===== src/rtl/bpod_cmd_pkg.sv =====
// rtl/bpod_cmd_pkg.sv - shared states, error codes and defaults for the Bpod command parser
package bpod_cmd_pkg;

    typedef enum logic [2:0] {
        ST_IDLE    = 3'd0,
        ST_OP      = 3'd1,
        ST_LEN     = 3'd2,
        ST_PAYLOAD = 3'd3,
        ST_CHK     = 3'd4,
        ST_HOLD    = 3'd5
    } state_e;

    localparam logic [2:0] ERR_NONE = 3'd0;
    localparam logic [2:0] ERR_LEN  = 3'd1;
    localparam logic [2:0] ERR_CHK  = 3'd2;
    localparam logic [2:0] ERR_TMO  = 3'd3;
    localparam logic [2:0] ERR_BUSY = 3'd4;

    localparam logic [7:0] HDR_DEFAULT = 8'hA5;

endpackage


===== src/rtl/cmd_payload_ram.sv =====
// rtl/cmd_payload_ram.sv - payload buffer, one sync write and one sync read port, no reset
module cmd_payload_ram #(
    parameter int DEPTH = 16,
    parameter int AW    = 4
) (
    input  logic          clk,
    input  logic          we_i,
    input  logic [AW-1:0] waddr_i,
    input  logic [7:0]    wdata_i,
    input  logic [AW-1:0] raddr_i,
    output logic [7:0]    rdata_o
);

    logic [7:0] mem_q [DEPTH];

    always_ff @(posedge clk) begin
        if (we_i) begin
            mem_q[waddr_i] <= wdata_i;
        end
        rdata_o <= mem_q[raddr_i];
    end

endmodule


===== src/rtl/bpod_cmd_parser.sv =====
// rtl/bpod_cmd_parser.sv - HDR/OP/LEN/payload/CHK byte framer with held command output
// Optional inter-byte timeout is built when CMD_PARSER_TIMEOUT_EN is defined.
module bpod_cmd_parser
    import bpod_cmd_pkg::*;
#(
    parameter int         MAX_LEN     = 16,
    parameter int         TIMEOUT_CYC = 500000,
    parameter logic [7:0] HDR         = HDR_DEFAULT,
    localparam int        AW          = (MAX_LEN > 1) ? $clog2(MAX_LEN) : 1
) (
    input  logic          clk,
    input  logic          rst_n,
    input  logic [7:0]    rx_data,
    input  logic          rx_valid,
    output logic          cmd_valid,
    output logic [7:0]    cmd_op,
    output logic [7:0]    cmd_len,
    input  logic          cmd_ack,
    input  logic [AW-1:0] rd_addr,
    output logic [7:0]    rd_data,
    output logic          err_valid,
    output logic [2:0]    err_code
);

    state_e     state_q;
    logic [7:0] op_q, len_q, idx_q, acc_q;
    logic [7:0] cmd_op_q, cmd_len_q;
    logic       cmd_valid_q, err_valid_q, expose_q;
    logic [2:0] err_code_q;
    logic [7:0] ram_rdata;
    logic       ram_we_d;

    assign ram_we_d = rx_valid && (state_q == ST_PAYLOAD);

    cmd_payload_ram #(.DEPTH(MAX_LEN), .AW(AW)) u_ram (
        .clk     (clk),
        .we_i    (ram_we_d),
        .waddr_i (idx_q[AW-1:0]),
        .wdata_i (rx_data),
        .raddr_i (rd_addr),
        .rdata_o (ram_rdata)
    );

`ifdef CMD_PARSER_TIMEOUT_EN
    localparam int TW = $clog2(TIMEOUT_CYC + 1);
    logic [TW-1:0] tmo_q;
`else
    logic unused_tmo;
    assign unused_tmo = (TIMEOUT_CYC == 0);
`endif

    always_ff @(posedge clk) begin
        if (!rst_n) begin
            state_q     <= ST_IDLE;
            op_q        <= '0;
            len_q       <= '0;
            idx_q       <= '0;
            acc_q       <= '0;
            cmd_op_q    <= '0;
            cmd_len_q   <= '0;
            cmd_valid_q <= 1'b0;
            err_valid_q <= 1'b0;
            err_code_q  <= ERR_NONE;
            expose_q    <= 1'b0;
`ifdef CMD_PARSER_TIMEOUT_EN
            tmo_q       <= '0;
`endif
        end else begin
            err_valid_q <= 1'b0;
            expose_q    <= cmd_valid_q;
            if (rx_valid) begin
                case (state_q)
                    ST_IDLE: begin
                        if (rx_data == HDR) begin
                            state_q <= ST_OP;
                            acc_q   <= '0;
                        end
                    end
                    ST_OP: begin
                        op_q    <= rx_data;
                        acc_q   <= acc_q ^ rx_data;
                        state_q <= ST_LEN;
                    end
                    ST_LEN: begin
                        len_q <= rx_data;
                        acc_q <= acc_q ^ rx_data;
                        idx_q <= '0;
                        if (rx_data > 8'(MAX_LEN)) begin
                            state_q     <= ST_IDLE;
                            err_valid_q <= 1'b1;
                            err_code_q  <= ERR_LEN;
                        end else if (rx_data == 8'd0) begin
                            state_q <= ST_CHK;
                        end else begin
                            state_q <= ST_PAYLOAD;
                        end
                    end
                    ST_PAYLOAD: begin
                        acc_q <= acc_q ^ rx_data;
                        idx_q <= idx_q + 8'd1;
                        if ((idx_q + 8'd1) == len_q) begin
                            state_q <= ST_CHK;
                        end
                    end
                    ST_CHK: begin
                        if (rx_data == acc_q) begin
                            state_q     <= ST_HOLD;
                            cmd_valid_q <= 1'b1;
                            cmd_op_q    <= op_q;
                            cmd_len_q   <= len_q;
                        end else begin
                            state_q     <= ST_IDLE;
                            err_valid_q <= 1'b1;
                            err_code_q  <= ERR_CHK;
                        end
                    end
                    ST_HOLD: begin
                        // An ack in the same cycle frees the parser before the byte is judged.
                        if (cmd_ack) begin
                            cmd_valid_q <= 1'b0;
                            if (rx_data == HDR) begin
                                state_q <= ST_OP;
                                acc_q   <= '0;
                            end else begin
                                state_q <= ST_IDLE;
                            end
                        end else begin
                            err_valid_q <= 1'b1;
                            err_code_q  <= ERR_BUSY;
                        end
                    end
                    default: state_q <= ST_IDLE;
                endcase
            end else if (state_q == ST_HOLD && cmd_ack) begin
                cmd_valid_q <= 1'b0;
                state_q     <= ST_IDLE;
            end
`ifdef CMD_PARSER_TIMEOUT_EN
            if (rx_valid || state_q == ST_IDLE || state_q == ST_HOLD) begin
                tmo_q <= '0;
            end else if (tmo_q == TW'(TIMEOUT_CYC - 1)) begin
                tmo_q       <= '0;
                state_q     <= ST_IDLE;
                err_valid_q <= 1'b1;
                err_code_q  <= ERR_TMO;
            end else begin
                tmo_q <= tmo_q + 1'b1;
            end
`endif
        end
    end

    assign cmd_valid = cmd_valid_q;
    assign cmd_op    = cmd_op_q;
    assign cmd_len   = cmd_len_q;
    assign err_valid = err_valid_q;
    assign err_code  = err_code_q;
    // Buffer contents are only meaningful while a command is held.
    assign rd_data   = expose_q ? ram_rdata : 8'h00;

endmodule


===== config.mk =====
export PLATFORM = sky130hd
export DESIGN_NAME = bpod_cmd_parser
export DESIGN_NICKNAME = d
export VERILOG_FILES = /design/src/rtl/bpod_cmd_pkg.sv /design/src/rtl/cmd_payload_ram.sv /design/src/rtl/bpod_cmd_parser.sv
export SDC_FILE = /design/constraint.sdc
export NUM_CORES = 1
export LEC_CHECK = 0
export ABC_AREA = 1
export CORE_ASPECT_RATIO = 1.4
export CORE_MARGIN = 5
export CORE_UTILIZATION = 44
export CTS_CLUSTER_DIAMETER = 60
export DETAILED_ROUTE_END_ITERATION = 10
export PLACE_DENSITY = 0.64
export REMOVE_ABC_BUFFERS = 1
export SLEW_MARGIN = 30
export SYNTH_ARGS = -nofsm -noshare
export SYNTH_HDL_FRONTEND = slang
export SYNTH_HIERARCHICAL = 1
export SYNTH_SLANG_ARGS = --single-unit

===== constraint.sdc =====
create_clock -name clk -period 2.2 [get_ports clk]
set_input_delay 0.55 -clock clk [delete_from_list [all_inputs] [get_ports clk]]
set_output_delay 0.55 -clock clk [all_outputs]
set_load 0.05 [all_outputs]

==> out/metrics.yaml, run 1 <==
cells_and_area:
  nets: 1057
  drive_above_1_share: 0.112
  fillCellCount: 1771
  syn_to_final_growth_pct: 18.4
  antennaDiodeCount: 0
timing:
  tightest_slew_ps: 643
  slew_violations: 0
  final_hold_viol_count: 0
  relSlewSlack: 0.571
  finalCritPeriodShare: 0.979
  rsz0062_at_grt: "false"
  hold_ws_ps: 454
  period_minus_slack_ps: 2150
  finalSetupViolCount: 0
  max_freq_mhz: 464
  finalClockSkew_ps: 7.21
worst_setup_path:
  crit_family: "buffers and inverters"
  reg2reg_depth: 12
  critPathLaunchType: "flip-flop"
  path_max_fanout: 2
  criticalPathCategory: "reg2out"
  worstReg2RegEnd: "state_q[2]$_SDFFE_PN0P_"
  critPathLaunch: "cmd_op[3]$_SDFFE_PN0P_"
  arrival_ps: 1600
  critical_path_buf_inv_count: 1
  crit_chain: "clkdlybuf4s50_1"
  timing.rr.start: "idx_q[0]$_SDFFE_PN0P_"
  endpoint_kind: "output pin"
  crit_required_ps: 1650
  cpPeakStageDelay_ps: 820
  r2r_slack_ps: 280
  cp_slowest_cell: "clkdlybuf4s50_1"
  critical_path_depth: 1
  cp-endpoint: "cmd_op[3]"
grt:
  grt_max_degree: 43
  overflow: 0
  grt_pass1_wl_um: 31700
  antenna_found_initial: 0
  grt_pass1_vias: 6220
  grt_usage: 0.184
cts:
  ctsHtreeMaxLevel: 4
  cts-root-buf: "clkbuf_16"
  cts_setup_buffers: 0
  path_clk_slew_ps: 60
  cts.path.max_buffers: 2
  cts_buffers: 17
  cts_tree: "yes"
  clock-sinks: 193
  worstSkewPairLatency_ps: 430
power_and_ir_drop:
  power_frac_comb: 0.082
  power_density_mw_per_mm2: 740
  internal_power_mw: 5.73
  pwr-share-clk: 0.389
  peakVddDrop_v: 0.000563
  power_frac_seq: 0.529
  finalPower_mw: 7.47
  p_switching_mw: 1.74
  p_leak_nw: 4.33
  swShare: 0.233
synth:
  synthArstFlopShare: 0
  syn_area_per_cell_um2: 8.97
  syn-cell-area_mm2: 0.00852
  synth_cell_types: 38
  synth_edf_count: 128
  netlist.area_leader.share: 0.451
  synth-main-ff-cell: "edfxtp_1"
  synth-seq-cells: 193
  yosys.area.top_type: "edfxtp_1"
  synth_cells: 950
  synth_area_leaders: "edfxtp_1 45%, dfxtp_1 15%, nand2_1 12%"
  synth_seq_area_share: 0.604
  ys.warnings.count: 6
detailed_routing:
  wl_per_cell_um: 15.1
  ant_nets: 0
  drc_errors: 0
  viasPerCell: 4.83
  vias: 6284
  dr.first_iter.drc_count: 370
  routed_wl_um: 19600
  firstDrtPassIters: 6
floorplan:
  dieHeight_um: 175
  io_pins: 45
  dieArea_mm2: 0.0223
  initial_core_util: 0.445
  rows: 60
  chipWidth_um: 128
  core_mm2: 0.0191
placement:
  gp_congestion: 0.854
  port_buffers: 44
  hpwl_um: 13500
status:
  status: "finished, final reports clean"
flow_run:
  maxCapViolCount: 0
worst_hold_path:
  holdCritPathClass: "reg2reg"
==> synth_stat cells (2+ instances only) <==
| cell type | count |
|---|---|
| inv_2 | 4 |
| edfxtp_1 | 128 |
| a21oi_1 | 41 |
| dfxtp_1 | 65 |
| buf_6 | 6 |
| nor2_1 | 66 |
| o21ai_0 | 28 |
| a22oi_1 | 2 |
| o21ai_1 | 8 |
| buf_2 | 13 |
| nand2_1 | 267 |
| nor3_2 | 2 |
| xor2_1 | 5 |
| clkbuf_1 | 8 |
| nand2_2 | 2 |
| nand3_1 | 122 |
| nand3b_1 | 5 |
| inv_1 | 146 |
| a21oi_2 | 3 |
| nor2_2 | 2 |
| xnor2_1 | 5 |
| buf_4 | 6 |
==> layer usage <==
layer | wire length [um] | up-vias | track usage
li1 | - | 3231 | -
met1 | 7940 | 2863 | 0.207
met3 | 736 | 39 | 0.0324
met2 | 10300 | 151 | 0.341
met5 | 0 | - | 0
met4 | 608 | 0 | 0.0765
==> per-stage QoR <==
step | std cells | util | area, um^2 | setup slack, ps | TNS, ps
finish | 1301 | 0.527 | 10100 | 46.9 | 0
global route | 1301 | 0.527 | 10100 | 8.47 | 0
CTS | 1301 | 0.527 | 10100 | 18.9 | 0
detailed placement | 1269 | 0.498 | 9540 | -227 | -24310
global placement | 1269 | 0.498 | 9540 | -217 | -25480
floorplan | 915 | - | 8290 | 62.1 | 0
==> power by group through the flow <==
stage	logic (mW)	clock network, mW	registers, mW
2_1_floorplan	0.293	0	4.04
3_3_place_gp	0.613	0	4.03
3_5_place_dp	0.617	0	4.03
4_1_cts	0.618	2.99	3.95
5_1_grt	0.685	3.12	3.95
6_report	0.614	2.90	3.95
==> flip-flops by register name (all words and copies together), names as in the netlist <==
register	flops
cmd_len	8
expose_q	1
idx_q	8
u_ram/rdata_o	8
cmd_valid	1
err_valid	1
op_q	8
cmd_op	8
err_code	3
acc_q	8
len_q	8
state_q	3
u_ram/mem_q	128
==> layout by cell type, fill, tap and decap left out, drive strengths merged, types with 5 or more instances in the layout <==
| cell type | netlist | final |
|---|---|---|
| nand2 | 269 | 269 |
| inv | 150 | 155 |
| edfxtp | 128 | 128 |
| nand3 | 124 | 124 |
| buf | 27 | 71 |
| nor2 | 69 | 69 |
| dfxtp | 65 | 65 |
| a21oi | 44 | 44 |
| o21ai | 37 | 37 |
| clkdlybuf4s50 | 0 | 34 |
| clkbuf | 8 | 21 |
| xor2 | 5 | 5 |
| xnor2 | 5 | 5 |
| nand3b | 5 | 5 |
==> how the worst min path moves through the flow <==
stage	startpoint	endpoint	depth (start not counted)
2_1_floorplan	op_q[0]$_SDFFE_PN0P_	cmd_op[0]$_SDFFE_PN0P_	2
3_3_place_gp	op_q[0]$_SDFFE_PN0P_	cmd_op[0]$_SDFFE_PN0P_	2
3_5_place_dp	op_q[2]$_SDFFE_PN0P_	cmd_op[2]$_SDFFE_PN0P_	2
4_1_cts	op_q[2]$_SDFFE_PN0P_	op_q[2]$_SDFFE_PN0P_	2
5_1_grt	op_q[1]$_SDFFE_PN0P_	cmd_op[1]$_SDFFE_PN0P_	2
6_report	op_q[2]$_SDFFE_PN0P_	op_q[2]$_SDFFE_PN0P_	2
==> timing repair <==
item	4_1_cts	5_1_grt
gates resized for setup	1	1
hold buffers	0	0
setup endpoints to repair	1	1
==> cell families after synthesis <==
group	share of synthesized area
adder cells (fa/ha/maj)	0.00147
flip-flops	0.604
buffers and inverters	0.0927
AND/OR/NAND/NOR	0.238
XOR/XNOR	0.0103
AO/OA/AOI/OAI	0.0539
==> layout make-up <==
type	instances	area, um^2	area share
clock buffers	21	450	0.0446
clock inverters	11	105	0.0104
inverters	150	563	0.0558
multi-input cells	572	2590	0.256
flip-flops and latches	193	5140	0.510
well taps	248	310	0.0308
repair buffers	106	930	0.0921
Note: power is estimated with default switching activity, not from simulation.
==> inputs of run 2 (changes only) <==
--- a/config.mk
+++ b/config.mk
@@ -6,6 +6,8 @@
 export NUM_CORES = 1
 export LEC_CHECK = 0
 export ABC_AREA = 1
+export ABC_CLOCK_PERIOD_IN_PS = 2200
+export CAP_MARGIN = 20
 export CORE_ASPECT_RATIO = 1.4
 export CORE_MARGIN = 5
 export CORE_UTILIZATION = 44
==> results of run 2 <==
Final layout, timing and power as in run 1 (identical DEF).
==> inputs of run 3 (changes only) <==
--- a/config.mk
+++ b/config.mk
@@ -8,12 +8,12 @@
 export ABC_AREA = 1
 export ABC_CLOCK_PERIOD_IN_PS = 2200
 export CAP_MARGIN = 20
-export CORE_ASPECT_RATIO = 1.4
+export CORE_ASPECT_RATIO = 1.25
 export CORE_MARGIN = 5
-export CORE_UTILIZATION = 44
-export CTS_CLUSTER_DIAMETER = 60
+export CORE_UTILIZATION = 54
+export CTS_CLUSTER_DIAMETER = 30
 export DETAILED_ROUTE_END_ITERATION = 10
-export PLACE_DENSITY = 0.64
+export PLACE_DENSITY = 0.76
 export REMOVE_ABC_BUFFERS = 1
 export SLEW_MARGIN = 30
 export SYNTH_ARGS = -nofsm -noshare
==> run 3 against run 2 <==
Final cell count down 3.4%. Clock power up 11%. Clock-buffer cell count down 3. Clock skew about the same. Worst hold slack better by 9.0 ps. Sequential power about the same. Combinational power down 3%. First-iteration DRC count up 45%. Sequential share of layout area up 0.32 points. Critical endpoint unchanged. Highest routed layer unchanged.
==> out/metrics.yaml, run 3 (same netlist as run 1, synthesis figures left out) <==
status:
  status: "finished, final reports clean"
cts:
  cts.path.max_buffers: 2  # unchanged
  cts-root-buf: "clkbuf_16"
  clock-sinks: 193  # unchanged
  cts_buffers: 17  # unchanged
  ctsHtreeMaxLevel: 4  # unchanged
  cts_resized: 0  # -1
  worstSkewPairLatency_ps: 430  # about the same
  cts_tree: "yes"
  path_clk_slew_ps: 70  # about the same
  cts_setup_buffers: 0  # unchanged
  hold_buffers: 0  # unchanged
timing:
  hold_ws_ps: 463  # +9.05 ps
  final_hold_viol_count: 0  # unchanged
  finalCritPeriodShare: 0.972  # -0.00701
  period_minus_slack_ps: 2140  # -15.4 ps
  rsz0062_at_grt: "false"
  max_freq_mhz: 468  # +0.72%
  finalClockSkew_ps: 7.12  # -0.0814 ps
  tightest_slew_ps: 648  # +5.03 ps
  finalSetupViolCount: 0  # unchanged
  relSlewSlack: 0.567  # -0.00336
  tns_ps: 0  # unchanged
  slew_violations: 0  # unchanged
grt:
  overflow: 0  # unchanged
  grt_max_degree: 65  # +51%
  top_usage_layer: "met2"
  grt_use_met2: 0.385  # +0.0444
  grt_pass1_vias: 6085  # -2.2%
  antenna_found_initial: 0  # unchanged
  grt_pass1_wl_um: 31000  # -2.4%
  grt_usage: 0.220  # +0.0359
  grt_use_met3: 0.0353  # +0.00291
  grtUsageMet1: 0.267  # +0.0605
worst_setup_path:
  reg2reg_depth: 11  # -1
  criticalPathCategory: "reg2out"
  cpPeakStageDelay_ps: 810  # about the same
  critPathLaunchType: "flip-flop"
  crit_required_ps: 1650  # about the same
  worstReg2RegEnd: "state_q[1]$_SDFFE_PN0P_"
  path_max_fanout: 2  # unchanged
  crit_chain: "clkdlybuf4s50_1"
  critical_path_buf_inv_count: 1  # unchanged
  critPathLaunch: "cmd_op[3]$_SDFFE_PN0P_"
  cp_slowest_cell: "clkdlybuf4s50_1"
  r2r_slack_ps: 320  # +40 ps
  endpoint_kind: "output pin"
  timing.rr.start: "idx_q[3]$_SDFFE_PN0P_"
  crit_family: "buffers and inverters"
  arrival_ps: 1590  # about the same
detailed_routing:
  wl_per_cell_um: 15.5  # +3.2%
  vias: 6495  # +3.4%
  ant_nets: 0  # unchanged
  dr.first_iter.drc_count: 535  # +45%
  viasPerCell: 5.17  # +7.0%
  drc_errors: 0  # unchanged
  routed_wl_um: 19500  # -0.29%
  firstDrtPassIters: 5  # -1
power_and_ir_drop:
  finalPower_mw: 7.78  # +4.1%
  peakVddDrop_v: 0.000521  # -7.4%
  power_density_mw_per_mm2: 776  # +4.8%
  p_leak_nw: 4.35  # +0.30%
floorplan:
  core_mm2: 0.0156  # -19%
  chipWidth_um: 122  # -4.1%
  dieArea_mm2: 0.0184  # -17%
  rows: 51  # -15%
  initial_core_util: 0.547  # +0.102
  dieHeight_um: 150  # -14%
  io_pins: 45  # unchanged
placement:
  port_buffers: 44  # unchanged
  hpwl_um: 12600  # -6.7%
  place_inst: 1225  # -3.5%
  gp_congestion: 0.877  # +2.6%
cells_and_area:
  syn_to_final_growth_pct: 17.7
  nets: 1049  # -0.76%
  layout_commonest_cell: "nand2_1"
  final_cell_mix: "267 x nand2_1, 146 x inv_1, 128 x edfxtp_1"
  utilization: 0.644  # +0.117
  fin_cells: 1257  # -3.4%
  antennaDiodeCount: 0  # unchanged
  largest_reg_flops: 128  # unchanged
  largest_register: "u_ram/mem_q"
  drive_above_1_share: 0.105  # -0.00680
worst_hold_path:
  worstHoldEndpoint: "cmd_op[5]$_SDFFE_PN0P_"
  hold_start: "op_q[5]$_SDFFE_PN0P_"
  worstHoldPathCells: 2  # unchanged
  holdCritPathClass: "reg2reg"
flow_run:
  maxCapViolCount: 0  # unchanged
run 3: changes by cell type in the layout (fill, tap and decap cells not counted), sizes merged, moves of 2 or more:
cell          before  now
clkinv             3    6
inv              155  152
clkbuf            21   18
dlymetal6s2s       0    2
bufinv             1    4
buf               71   63
run 3: where the power goes:
part	switching (mW)	leakage, nW	internal, mW	total, mW
registers	0.0350	1.68	3.92	3.95
clock network	1.33	0.296	1.90	3.23
logic	0.391	2.37	0.204	0.595
total	1.76	4.35	6.02	7.78
run 3: worst max-delay path by stage:
stage / cells past startpoint / end
2_1_floorplan: 6 / u_ram/mem_q[12][0]$_DFFE_PP_
4_1_cts: 1 / err_code[1]
5_1_grt: 1 / err_code[0]
6_report: 1 / cmd_op[3]
3_5_place_dp: 11 / err_code[2]$_SDFFE_PN0P_
3_3_place_gp: 11 / err_code[0]$_SDFFE_PN0P_
run 3: cell type report:
class                           count  area (um^2)
Clock buffer                       18          429
Fill cell                        1291         5540
Sequential cell                   193         5140
Multi-Input combinational cell    572         2590
Inverter                          150          563
Tap cell                          212          265
Timing Repair Buffer               98          851
Clock inverter                     14          188
run 3: tightest hold or removal path: cells and delay by family, from the launching register on:
kind | cells | cell delay [ps]
AOI/OAI and AO/OA | 1 | 50
buffers and inverters | 1 | 70
DFF | 1 | 300
run 3: through the flow:
stage	worst slack (ps)	cell area, um^2
4_1_cts	20.6	10000
5_1_grt	14.2	10000
3_3_place_gp	-184	9410
2_1_floorplan	62.1	8290
3_5_place_dp	-215	9410
6_report	62.4	10000
run 3: metal layers:
metal,vias up,part of all wire
met1,2968,0.40
li1,3213,-
met3,48,0.062
met4,0,0.035
met2,266,0.51
met5,-,0
